--- src/rtl/sl_fifo_pkg.sv ---
// Shared types and widths for the host side of the 34-bit SL FIFO link.
// A link word is {addr[1:0], data[31:0]} in both directions.
package sl_fifo_pkg;

    localparam int WORD_W    = 34;
    localparam int PAYLOAD_W = 32;
    localparam int CFG_W     = 16;

    // Register selector carried in the top two bits of every link word.
    typedef enum logic [1:0] {
        CFG    = 2'd0,
        DATA   = 2'd1,
        STATUS = 2'd2,
        CHAN   = 2'd3
    } addr_e;

    typedef struct packed {
        addr_e                 addr;
        logic [PAYLOAD_W-1:0]  data;
    } fifo_word_t;

endpackage

--- src/rtl/sl_echo_watchdog.sv ---
// Config echo watchdog: once a config word has been pushed to the far end,
// waits for the matching config echo on the response stream. Flags a
// value mismatch (err_bits[0]) or no echo within ECHO_TIMEOUT cycles
// (err_bits[1]). Both flags are sticky until clr.
module sl_echo_watchdog
    import sl_fifo_pkg::*;
#(
    parameter int ECHO_TIMEOUT = 64
) (
    input  logic             clk,
    input  logic             rst,
    input  logic             arm,
    input  logic [CFG_W-1:0] arm_value,
    input  logic             echo,
    input  logic [CFG_W-1:0] echo_value,
    input  logic             clr,
    output logic [1:0]       err_bits
);

    localparam int CNT_W = $clog2(ECHO_TIMEOUT + 1);

    logic             armed;
    logic [CFG_W-1:0] expect_value;
    logic [CNT_W-1:0] count;

    // Arm / disarm, count armed cycles, and latch sticky error flags.
    always_ff @(posedge clk) begin
        if (rst) begin
            armed        <= 1'b0;
            expect_value <= '0;
            count        <= '0;
            err_bits     <= '0;
        end else begin
            // Clear first so an error detected in the same cycle still sticks.
            if (clr) begin
                err_bits <= '0;
            end
            if (armed && echo && (echo_value != expect_value)) begin
                err_bits[0] <= 1'b1;
            end

            if (arm) begin
                // A fresh config push always restarts the wait.
                armed        <= 1'b1;
                expect_value <= arm_value;
                count        <= '0;
            end else if (armed && echo) begin
                armed <= 1'b0;
            end else if (armed) begin
                if (count == CNT_W'(ECHO_TIMEOUT - 1)) begin
                    err_bits[1] <= 1'b1;
                    armed       <= 1'b0;
                end else begin
                    count <= count + CNT_W'(1);
                end
            end
        end
    end

endmodule

--- src/rtl/sl_host_fifo_bridge.sv ---
// Host-side bridge for the SL FIFO link. Host writes become command words
// in a one-deep holding register that drains into the command FIFO; response
// words are popped as soon as they appear and update per-channel shadows
// that serve all host reads locally.
// Optional config echo checking is compiled in with `define SL_ECHO_CHECK_EN.
module sl_host_fifo_bridge
    import sl_fifo_pkg::*;
#(
    parameter int WORD_W       = sl_fifo_pkg::WORD_W,
    parameter int ECHO_TIMEOUT = 64
) (
    input  logic              clk,
    input  logic              rst,
    input  logic              host_req_valid,
    output logic              host_req_ready,
    input  logic              host_req_write,
    input  logic [1:0]        host_req_addr,
    input  logic [31:0]       host_req_wdata,
    output logic              host_rsp_valid,
    output logic [31:0]       host_rsp_rdata,
    input  logic              cmd_fifo_full,
    output logic              cmd_fifo_inc,
    output logic [WORD_W-1:0] cmd_fifo_data,
    input  logic              resp_fifo_empty,
    input  logic [WORD_W-1:0] resp_fifo_data,
    output logic              resp_fifo_inc,
    output logic              cur_channel,
    output logic              irq_data,
    output logic              irq_status
);

    fifo_word_t       cmd_word;
    fifo_word_t       resp_word;
    logic             cmd_vld;
    logic             req_accept;
    logic             wr_accept;
    logic             rd_accept;
    logic             push;
    logic             pop;
    logic [31:0]      wdata_fwd;
    logic [31:0]      rd_mux;
    logic [1:0]       err_bits;

    logic [CFG_W-1:0] cfg_sh    [2];
    logic [CFG_W-1:0] status_sh [2];
    logic [31:0]      rx_data;

    // Handshakes. Reset blocks new requests, pushes and pops so nothing
    // crosses the link while state is being cleared.
    assign host_req_ready = !cmd_vld && !rst;
    assign req_accept     = host_req_valid && host_req_ready;
    assign wr_accept      = req_accept && host_req_write;
    assign rd_accept      = req_accept && !host_req_write;
    assign push           = cmd_vld && !cmd_fifo_full && !rst;
    assign cmd_fifo_inc   = push;
    assign cmd_fifo_data  = cmd_word;
    assign pop            = !resp_fifo_empty && !rst;
    assign resp_fifo_inc  = pop;
    assign resp_word      = resp_fifo_data;

`ifdef SL_ECHO_CHECK_EN
    logic err_clr;

    // A channel write with bit 31 set clears the echo errors; bit 31 never
    // reaches the far end.
    assign err_clr   = wr_accept && (addr_e'(host_req_addr) == CHAN) && host_req_wdata[31];
    assign wdata_fwd = (addr_e'(host_req_addr) == CHAN) ? {1'b0, host_req_wdata[30:0]}
                                                        : host_req_wdata;

    sl_echo_watchdog #(
        .ECHO_TIMEOUT (ECHO_TIMEOUT)
    ) u_echo_watchdog (
        .clk        (clk),
        .rst        (rst),
        .arm        (push && (cmd_word.addr == CFG)),
        .arm_value  (cmd_word.data[CFG_W-1:0]),
        .echo       (pop && (resp_word.addr == CFG)),
        .echo_value (resp_word.data[CFG_W-1:0]),
        .clr        (err_clr),
        .err_bits   (err_bits)
    );
`else
    logic unused_echo_timeout;

    assign wdata_fwd           = host_req_wdata;
    assign err_bits            = 2'b00;
    assign unused_echo_timeout = (ECHO_TIMEOUT != 0);
`endif

    // Command holding register: load on an accepted write, drain on push.
    always_ff @(posedge clk) begin
        if (rst) begin
            cmd_vld  <= 1'b0;
            cmd_word <= '0;
        end else if (wr_accept) begin
            // NOTE: non-blocking assignments so every flop here samples pre-edge values.
            cmd_vld  <= 1'b1;
            cmd_word <= '{addr: addr_e'(host_req_addr), data: wdata_fwd};
        end else if (push) begin
            cmd_vld  <= 1'b0;
        end
    end

    // Read data selection from the local shadows of the current channel.
    always_comb begin
        // NOTE: default first keeps this block latch-free for every address.
        rd_mux = '0;
        case (addr_e'(host_req_addr))
            CFG:     rd_mux = {16'b0, cfg_sh[cur_channel]};
            DATA:    rd_mux = rx_data;
            STATUS:  rd_mux = {16'b0, status_sh[cur_channel]};
            CHAN:    rd_mux = {err_bits, 29'b0, cur_channel};
            default: rd_mux = '0;
        endcase
    end

    // Read response: one-cycle valid pulse carrying the pre-update shadow value.
    always_ff @(posedge clk) begin
        if (rst) begin
            host_rsp_valid <= 1'b0;
            host_rsp_rdata <= '0;
        end else begin
            host_rsp_valid <= rd_accept;
            if (rd_accept) begin
                host_rsp_rdata <= rd_mux;
            end
        end
    end

    // Response decode: update shadows and raise event pulses for each popped word.
    always_ff @(posedge clk) begin
        if (rst) begin
            // NOTE: the shadow arrays are plain flops, not RAM, so they are
            // reset here and the host always reads 0 after reset.
            cfg_sh      <= '{default: '0};
            status_sh   <= '{default: '0};
            rx_data     <= '0;
            cur_channel <= 1'b0;
            irq_data    <= 1'b0;
            irq_status  <= 1'b0;
        end else begin
            irq_data   <= pop && (resp_word.addr == DATA);
            irq_status <= pop && (resp_word.addr == STATUS);
            if (pop) begin
                case (resp_word.addr)
                    CFG:     cfg_sh[cur_channel]    <= resp_word.data[CFG_W-1:0];
                    DATA:    rx_data                <= resp_word.data;
                    STATUS:  status_sh[cur_channel] <= resp_word.data[CFG_W-1:0];
                    CHAN:    cur_channel            <= resp_word.data[0];
                    default: ;
                endcase
            end
        end
    end

endmodule

--- config.mk ---
export PLATFORM = sky130hd
export DESIGN_NAME = sl_host_fifo_bridge
export DESIGN_NICKNAME = d
export VERILOG_FILES = /design/src/rtl/sl_fifo_pkg.sv /design/src/rtl/sl_echo_watchdog.sv /design/src/rtl/sl_host_fifo_bridge.sv
export SDC_FILE = /design/constraint.sdc
export NUM_CORES = 1
export LEC_CHECK = 0
export CAP_MARGIN = 0
export CELL_PAD_IN_SITES_DETAIL_PLACEMENT = 1
export CELL_PAD_IN_SITES_GLOBAL_PLACEMENT = 1
export CORE_MARGIN = 5
export CORE_UTILIZATION = 33
export DETAILED_ROUTE_END_ITERATION = 10
export GPL_ROUTABILITY_DRIVEN = 0
export PLACE_DENSITY = 0.8
export SETUP_SLACK_MARGIN = 0.5
export SLEW_MARGIN = 0
export SYNTH_ARGS = -nofsm -noshare
export SYNTH_HDL_FRONTEND = slang
export SYNTH_SLANG_ARGS = --single-unit
--- constraint.sdc ---
create_clock -name clk -period 1.7 [get_ports clk]
set_input_delay 0.17 -clock clk [delete_from_list [all_inputs] [get_ports clk]]
set_output_delay 0.17 -clock clk [all_outputs]
set_load 0.05 [all_outputs]
==> results of run 1 <==
[cell usage after synthesis, types with 3 or more instances]
cell and number:
a211oi_1 7, buf_6 4, nor2b_1 10, o21ai_0 51
nand3_1 80, mux2_2 13, o21ai_1 14, a21oi_1 160
o211ai_1 6, nand2b_1 7, clkbuf_1 53, or4b_1 3
dfxtp_1 167, nor3b_1 3, mux2i_1 19, nor2_1 12
buf_2 15, a32o_1 9, nand2_1 157
[sequential cells by signal, summed over array words and instances (netlist names)]
| register | count |
|---|---|
| cfg_sh | 32 |
| cmd_fifo_data | 34 |
| cmd_vld | 1 |
| cur_channel | 1 |
| host_rsp_rdata | 32 |
| host_rsp_valid | 1 |
| irq_data | 1 |
| irq_status | 1 |
| rx_data | 32 |
| status_sh | 32 |
[repair_timing]
item / CTS / global route
buffers inserted: 14 / 2
resized for setup: 325 / 166
setup endpoints to repair: 207 / 197
gates cloned: 14 / 4
pin swaps: 31 / 44
endpoints found under the hold margin: 0 / 0
[through the flow]
stage / setup WS, ns / instances / setup TNS [ns] / hold slack, ns / power, W
floorplan: 0.2457 / 809 / 0 / 0.2464 / 0.004649
global placement: -0.1694 / 1190 / -10.62 / 0.4381 / 0.005113
detailed placement: -0.2289 / 1190 / -14.13 / 0.4488 / 0.005128
CTS: 0.1817 / 1249 / 0 / 0.1928 / 0.009250
global route: 0.06549 / 1255 / 0 / 0.07030 / 0.009683
finish: 0.09671 / 1255 / 0 / 0.07274 / 0.009407
[power groups by stage]
| stage | logic (W) | registers [W] | clock network [W] |
|---|---|---|---|
| 2_1_floorplan | 0.000391 | 0.00426 | 0 |
| 3_3_place_gp | 0.000999 | 0.00411 | 0 |
| 3_5_place_dp | 0.00101 | 0.00412 | 0 |
| 4_1_cts | 0.00120 | 0.00404 | 0.00401 |
| 5_1_grt | 0.00138 | 0.00405 | 0.00424 |
| 6_report | 0.00133 | 0.00405 | 0.00403 |
[routing by layer]
metal,vias up,part of all wire
met5,-,0
met4,0,0.033
met3,67,0.057
met2,273,0.52
met1,3476,0.39
li1,3147,-
[final cells by class]
| class | count | area share |
|---|---|---|
| sequential | 167 | 0.3109 |
| multi-input combinational | 563 | 0.3598 |
| tap | 270 | 0.03125 |
| inverter | 4 | 0.003009 |
| clock buffer | 19 | 0.04097 |
| clock inverter | 12 | 0.01412 |
| timing repair buffer | 220 | 0.2399 |
[cell families after synthesis]
kind of cell / share of synthesized area
mux: 0.05060
flops: 0.5026
compound gates: 0.2024
buf+inv: 0.05267
simple gates: 0.1917
[worst paths after layout]
kind | cells after the start | to
worst max-delay path | 6 | cfg_sh[22]
worst max register to register | 6 | cfg_sh[22]
worst min register to register | 2 | rx_data[9]
worst min-delay path | 2 | irq_status
==> flow_summary.toml, run 1 <==
[status]
status = "complete, no violations"

[critical_path]
critPathMaxStageDelay_ns = 0.37
critical_path.startpoint = "cur_channel"
r2r_setup_slack_ns = 0.1
worst-endpoint-arrival_ns = 1.94
crit_chain = "buf_12, nor4_4, buf_4, buf_16, nand3_1, a21oi_1"
worst_setup_path_end_kind = "flop"
critical_path.top_delay_family = "buffers and inverters"
r2r_start = "cur_channel"
critical-path-slowest-cell = "dfxtp_4"
crit_type = "reg -> reg"
critPathMaxFanout = 8
path_buf_inv = 3
cp-start-kind = "flop"
cp.required_ns = 2.04

[synthesis]
netlist_area_um2 = 6651
avgSynthCellArea_um2 = 8.222
yosys.area.top_type = "dfxtp_1"
syn_inst = 809
yosysTopAreaCellShare = 0.5026
ys.flop_type = "dfxtp_1"
synthTopCellsByArea = "dfxtp_1 (50%), a21oi_1 (12%), nand2_1 (8.9%)"
synth.distinct_cells = 35
ys_seq_area_frac = 0.5026
postSynth.asyncResetShare = 0
synth-seq-cells = 167
synth_warnings = 0
synth-edff-count = 0
syn_nets = 883

[floorplan]
die_w_um = 152.0
io_pins = 147
core_um2 = 20040
initial_core_util = 0.3319
die_area_um2 = 23090
std_cell_rows = 52
die_h_um = 152.0

[flow_run]
maxCapViolations = 0

[layout]
fin_nets = 1047
diodes = 0
stdcell_area_um2 = 10810
fin_util = 0.5395
layout_common_cells = "dfxtp_1 (157), nand2_1 (145), a21oi_1 (106), buf_4 (71), clkdlybuf4s50_1 (69)"
fillers = 2185
final_common_cell = "dfxtp_1"
multiInputGateArea_um2 = 3890
drive_gt1_frac = 0.3888
syn2layout_area_growth_pct = 62.53
seqCellArea_um2 = 3361

[place]
numPortBuffers = 146
dpl_cell_area_um2 = 8693
dp_hpwl_um = 14490

[global_route]
grt_overflow_total = 0
grt_pass1_wl_um = 41330
grt.busiest_layer = "met2"
grt_usage = 0.2222
grtUsageMet3 = 0.04920
met2_usage = 0.3897
antenna_found_initial = 0
grt_pass1_vias = 7176
grtUsageMet1 = 0.2718
grt_max_degree = 66

[min_path]
hold_path_class = "in -> reg"
min_from = "resp_fifo_empty"

[route]
viasPerCell = 5.548
route.detailed.drc = 0
drtPass1Iterations = 5
antenna_left = 0
routed_wl_um = 29630
dr.first_iter.drc_count = 408
wire_per_inst_um = 23.61
vias = 6963

[power]
clkPwrFrac = 0.428
switching_share = 0.2680
vdd_drop_max_v = 0.0006097
share_comb_of_total_power = 0.141
switchingPower_w = 0.002521
power.internal_w = 0.006886
p_per_area_nw_per_um2 = 870.1
seqPwrFrac = 0.430
p_leak_nw = 3.737

[sta]
setup_viol = 0
slew_headroom = 0.6254
slew_violations = 0
period_needed_ns = 1.603
clock.fmax_mhz = 623.7
fin_crit_sh = 0.9431
worstMarginPinSlew_ns = 0.5607
clock-skew-final_ns = 0.01371
finalHoldViolCount = 0
rsz0062_at_grt = "yes"

[clocking]
postCtsHoldBufs = 0
htreeDepth = 4
numCtsBuffers = 17
clock_path_buffers = 2
clk_pin_slew_ns = 0.07
cts_tree = "yes"
clock-root-buffer = "clkbuf_16"
cts.sinks = 167
clk_latency_ns = 0.44
Note: power is estimated with default switching activity, not from simulation.
==> inputs of run 2 (changes only) <==
--- a/config.mk
+++ b/config.mk
@@ -9,10 +9,11 @@
 export CELL_PAD_IN_SITES_DETAIL_PLACEMENT = 1
 export CELL_PAD_IN_SITES_GLOBAL_PLACEMENT = 1
 export CORE_MARGIN = 5
-export CORE_UTILIZATION = 33
+export CORE_UTILIZATION = 35
+export CTS_BUF_LIST = sky130_fd_sc_hd__clkbuf_4
 export DETAILED_ROUTE_END_ITERATION = 10
 export GPL_ROUTABILITY_DRIVEN = 0
-export PLACE_DENSITY = 0.8
+export PLACE_DENSITY = 0.84
 export SETUP_SLACK_MARGIN = 0.5
 export SLEW_MARGIN = 0
 export SYNTH_ARGS = -nofsm -noshare
==> flow_summary.toml, run 2 (synthesis results as in run 1) <==
[status]
status = "finished with violations"
failed_checks = "negative hold slack, negative setup slack"

[critical_path]
worst_setup_path_end_kind = "flop"
r2r_end = "cmd_fifo_data[9]"
cp-start-kind = "flop"
worst-endpoint-arrival_ns = 2.30
crit_type = "reg -> reg"
r2r_start = "cmd_vld"
worstRegToRegCells = 8
cp.required_ns = 2.22
critPathMaxFanout = 12
r2r_setup_slack_ns = -0.08

[power]
clkPwrFrac = 0.345
power_w = 0.008393
switchingPower_w = 0.002501
share_comb_of_total_power = 0.172
vdd_drop_max_v = 0.0005107
switching_share = 0.2981
seqPwrFrac = 0.483
power.internal_w = 0.005891
p_leak_nw = 4.133
p_per_area_nw_per_um2 = 730.6

[floorplan]
die_w_um = 147.9
core_um2 = 18710
io_pins = 147
std_cell_rows = 50
die_h_um = 147.9
die_area_um2 = 21860
initial_core_util = 0.3556

[min_path]
hold_depth = 2
hold_path_class = "in -> reg"
min_from = "resp_fifo_empty"
whs_endpoint = "irq_status"

[layout]
layout.cells.non_filler = 1261
fin_nets = 1088
layout_common_cells = "nand2_1 (125), a21oi_1 (116), dfxtp_1 (96), buf_8 (71), clkdlybuf4s50_1 (69)"
seqCellArea_um2 = 3472
drive_gt1_frac = 0.4786
final_common_cell = "nand2_1"
largest_register_ffs = 34
multiInputGateArea_um2 = 3946
stdcell_area_um2 = 11490
syn2layout_area_growth_pct = 72.71
fillers = 1918

[sta]
worstMarginPinSlew_ns = 0.7519
slew_violations = 0
finalHoldViolCount = 1
clock.fmax_mhz = 562.2
period_needed_ns = 1.779
slew_headroom = 0.4977
fin_crit_sh = 1.046
fin_ws_ns = -0.07865
setup_viol = 3
clock-skew-final_ns = 0.03060
rsz0062_at_grt = "yes"
hold_ws_ns = -0.05747

[place]
post-place-cells = 1153
dp_hpwl_um = 14430
numPortBuffers = 146
dp_slack_ns = -0.2447
dpl_cell_area_um2 = 8666

[global_route]
grt_overflow_total = 0
antenna_found_initial = 1
grt_pass1_wl_um = 43290
grt_max_degree = 83
grt_pass1_vias = 7695
grt_usage = 0.2523

[route]
viasPerCell = 5.945
antenna_left = 0
dr.first_iter.drc_count = 590
route.detailed.drc = 0
wire_per_inst_um = 27.75
drtPass1Iterations = 5
vias = 7497
routed_wl_um = 34990

[clocking]
clk_latency_ns = 0.59
clock_path_buffers = 2
postCtsHoldBufs = 1
cts_tree = "yes"
cts.sinks = 167
numCtsBuffers = 17
clock-root-buffer = "clkbuf_4"
clk_pin_slew_ns = 0.18
htreeDepth = 4

[flow_run]
maxCapViolations = 0
==> run 2: power by group through the flow <==
stage                     Combinational (W)  Sequential (W)  Clock, W
after CTS                           0.00122         0.00406   0.00278
after global placement             0.000997         0.00411         0
after floorplan                    0.000391         0.00426         0
after detailed placement            0.00101         0.00412         0
after global routing                0.00149         0.00406   0.00306
final                               0.00144         0.00405   0.00290
==> run 2: how the worst max path moves through the flow <==
stage / startpoint / slack (ns) / depth (start not counted) / endpoint
6_report: cmd_vld / -0.08 / 8 / cmd_fifo_data[9]
5_1_grt: cmd_vld / -0.11 / 8 / cmd_fifo_data[9]
4_1_cts: cmd_vld / 0.07 / 3 / cmd_fifo_inc
3_5_place_dp: resp_fifo_empty / -0.24 / 5 / rx_data[6]
3_3_place_gp: host_req_valid / -0.19 / 6 / host_rsp_rdata[8]
2_1_floorplan: cur_channel / 0.25 / 5 / status_sh[24]
==> run 2: worst max-delay path, cell delays in order, from the launching register on <==
cell and delay [ns]:
dfxtp_2 0.37, buf_6 0.12, buf_12 0.12, buf_8 0.12, nor4bb_4 0.28, buf_6 0.20
clkbuf_16 0.18, nand2_1 0.07, a21oi_1 0.24
==> run 2: metal layers <==
metal / part of all wire / up-vias / GRT usage
met5: 0 / - / 0
met4: 0.054 / 0 / 0.1252
met3: 0.058 / 127 / 0.05273
met2: 0.52 / 375 / 0.4499
met1: 0.36 / 3760 / 0.2857
li1: - / 3235 / -
==> run 2: metrics by stage <==
step                      setup TNS (ns)    util
after detailed placement          -17.11  0.4633
final                            -0.1485  0.6141
after global routing             -0.4041  0.6141
after CTS                              0  0.5566
after global placement            -12.04  0.4633
after floorplan                        0       -
==> run 2: repair_timing <==
item,4_1_cts,5_1_grt
cloned,14,5
endpoints found under the setup margin,236,238
resized for setup,540,212
setup buffers,32,24
pin swaps,23,106
hold endpoints to repair,4,1
==> run 2: cell type report <==
cell class,instances,share of cell area
antenna,1,0.0002178
sequential,167,0.3023
multi-input combinational,563,0.3435
tap,234,0.02549
timing repair buffer,261,0.2966
clock inverter,14,0.01797
clock buffer,17,0.01111
inverter,4,0.002832
==> inputs of run 3 (changes only) <==
--- a/config.mk
+++ b/config.mk
@@ -14,7 +14,7 @@
 export DETAILED_ROUTE_END_ITERATION = 10
 export GPL_ROUTABILITY_DRIVEN = 0
 export PLACE_DENSITY = 0.84
-export SETUP_SLACK_MARGIN = 0.5
+export SETUP_SLACK_MARGIN = 0.15
 export SLEW_MARGIN = 0
 export SYNTH_ARGS = -nofsm -noshare
 export SYNTH_HDL_FRONTEND = slang
==> flow_summary.toml, run 3 (synthesis results as in run 1) <==
[status]
status = "complete, no violations"

[critical_path]
r2r_start = "cur_channel"
critical_path.startpoint = "cur_channel"
worstRegToRegCells = 4
cp.required_ns = 2.13
critPathMaxFanout = 16
critical-path-slowest-cell = "or4b_4"
worst-endpoint-arrival_ns = 2.01
crit_type = "reg -> reg"
crit_chain = "or4b_4, clkbuf_16, o21ai_0, a21oi_1"
r2r_end = "status_sh[1]"
r2r_setup_slack_ns = 0.12
worst_setup_path_end_kind = "flop"
cp-start-kind = "flop"
critPathMaxStageDelay_ns = 0.56
endpoint = "status_sh[1]"

[layout]
drive_gt1_frac = 0.1946
final_common_cell = "dfxtp_1"
syn2layout_area_growth_pct = 34.59
layout_common_cells = "dfxtp_1 (165), a21oi_1 (159), nand2_1 (157), nand3_1 (80), clkdlybuf4s50_1 (71)"
fillers = 2208
fin_util = 0.4786
largest_register_ffs = 34
fin_nets = 1022

[clocking]
clock-root-buffer = "clkbuf_4"
clk_pin_slew_ns = 0.15
cts.sinks = 167
cts_tree = "yes"
clk_latency_ns = 0.56
numCtsBuffers = 17
clock_path_buffers = 2
htreeDepth = 4

[sta]
fin_ws_ns = 0.1184
finalHoldViolCount = 0
clock.fmax_mhz = 632.3
slew_violations = 0
slew_headroom = 0.5395
clock-skew-final_ns = 0.01781
setup_viol = 0
fin_crit_sh = 0.9304
timing.setup.tns_ns = 0
hold_ws_ns = 0.1228
worstMarginPinSlew_ns = 0.6908
rsz0062_at_grt = "yes"
period_needed_ns = 1.582

[floorplan]
core_um2 = 18710
std_cell_rows = 50
io_pins = 147
die_w_um = 147.9
die_area_um2 = 21860
die_h_um = 147.9
initial_core_util = 0.3556

[global_route]
grt_pass1_wl_um = 34310
grt_max_degree = 66
grt_overflow_total = 0
grt_pass1_vias = 6646
antenna_found_initial = 1
grt_usage = 0.1930

[place]
numPortBuffers = 146
dp_slack_ns = -0.2125
dp_hpwl_um = 14360

[min_path]
hold_path_class = "in -> reg"

[flow_run]
maxCapViolations = 0

[route]
drtPass1Iterations = 5
viasPerCell = 5.370
antenna_left = 0
routed_wl_um = 21960
wire_per_inst_um = 18.36
vias = 6422
route.detailed.drc = 0
dr.first_iter.drc_count = 466

[power]
p_per_area_nw_per_um2 = 834.3
p_leak_nw = 3.132
vdd_drop_max_v = 0.0004215
run 3: cell types whose count changed in the layout (fill, tap and decap cells not counted), moves of 31 or more:
cell	previous run	this run
a21oi_1	116	159
a21oi_2	43	2
buf_8	71	0
dfxtp_1	96	165
dfxtp_2	55	1
nand2_1	125	157
nand2_4	32	0
o21ai_1	4	35
o21ai_2	55	2
run 3: where the power goes:
| group | switching [W] | internal [W] | total, W | leakage (nW) |
|---|---|---|---|---|
| combinational | 0.000599 | 0.000406 | 0.00100 | 1.63 |
| sequential | 0.0000422 | 0.00399 | 0.00403 | 1.35 |
| clock | 0.00152 | 0.000907 | 0.00243 | 0.150 |
| total | 0.00216 | 0.00530 | 0.00747 | 3.13 |
run 3: metal layers:
metal / routed length (um) / share of wire / global-route usage
met1: 9608 / 0.44 / 0.2352
met2: 11210 / 0.51 / 0.3437
met3: 716 / 0.033 / 0.03709
met4: 430 / 0.020 / 0.06189
met5: 0 / 0 / 0
run 3: through the flow:
step	cells	power, W	instance area, um^2
3_5_place_dp	1156	0.005103	8528
6_report	1196	0.007469	8952
3_3_place_gp	1156	0.005087	8528
4_1_cts	1191	0.007509	8929
2_1_floorplan	809	0.004612	6676
5_1_grt	1196	0.007771	8952
run 3: layout make-up:
| cell class | count | area, um^2 | share of cell area |
|---|---|---|---|
| sequential | 167 | 3348 | 0.3740 |
| inverter | 4 | 16.27 | 0.001817 |
| timing repair buffer | 195 | 1951 | 0.2179 |
| clock inverter | 15 | 167.7 | 0.01873 |
| multi-input combinational | 563 | 3047 | 0.3403 |
| antenna | 1 | 2.502 | 0.0002795 |
| clock buffer | 17 | 127.6 | 0.01426 |
| tap | 234 | 292.8 | 0.03270 |
run 3: worst max-delay path: cells and delay by family (launching register included):
family,cells,cell delay [ns]
AO/OA/AOI/OAI,2,0.26
buffers and inverters,1,0.23
flip-flops,1,0.41
AND/OR/NAND/NOR,1,0.56
run 3: how the worst min path moves through the flow:
stage | start | endpoint | cells after the start
2_1_floorplan | resp_fifo_empty | irq_status | 1
5_1_grt | host_req_wdata[21] | cmd_fifo_data[21] | 3
3_3_place_gp | rx_data[15] | rx_data[15] | 2
4_1_cts | rst | rx_data[6] | 3
3_5_place_dp | host_rsp_rdata[26] | host_rsp_rdata[26] | 2
6_report | rst | cmd_fifo_data[31] | 3
run 3: repair_timing:
item                       CTS  global route
cloned                       0             2
hold buffers                 1             0
buffers inserted             2             2
hold endpoints to repair     2             0
setup endpoints to repair   82            50
resized for setup          132            62
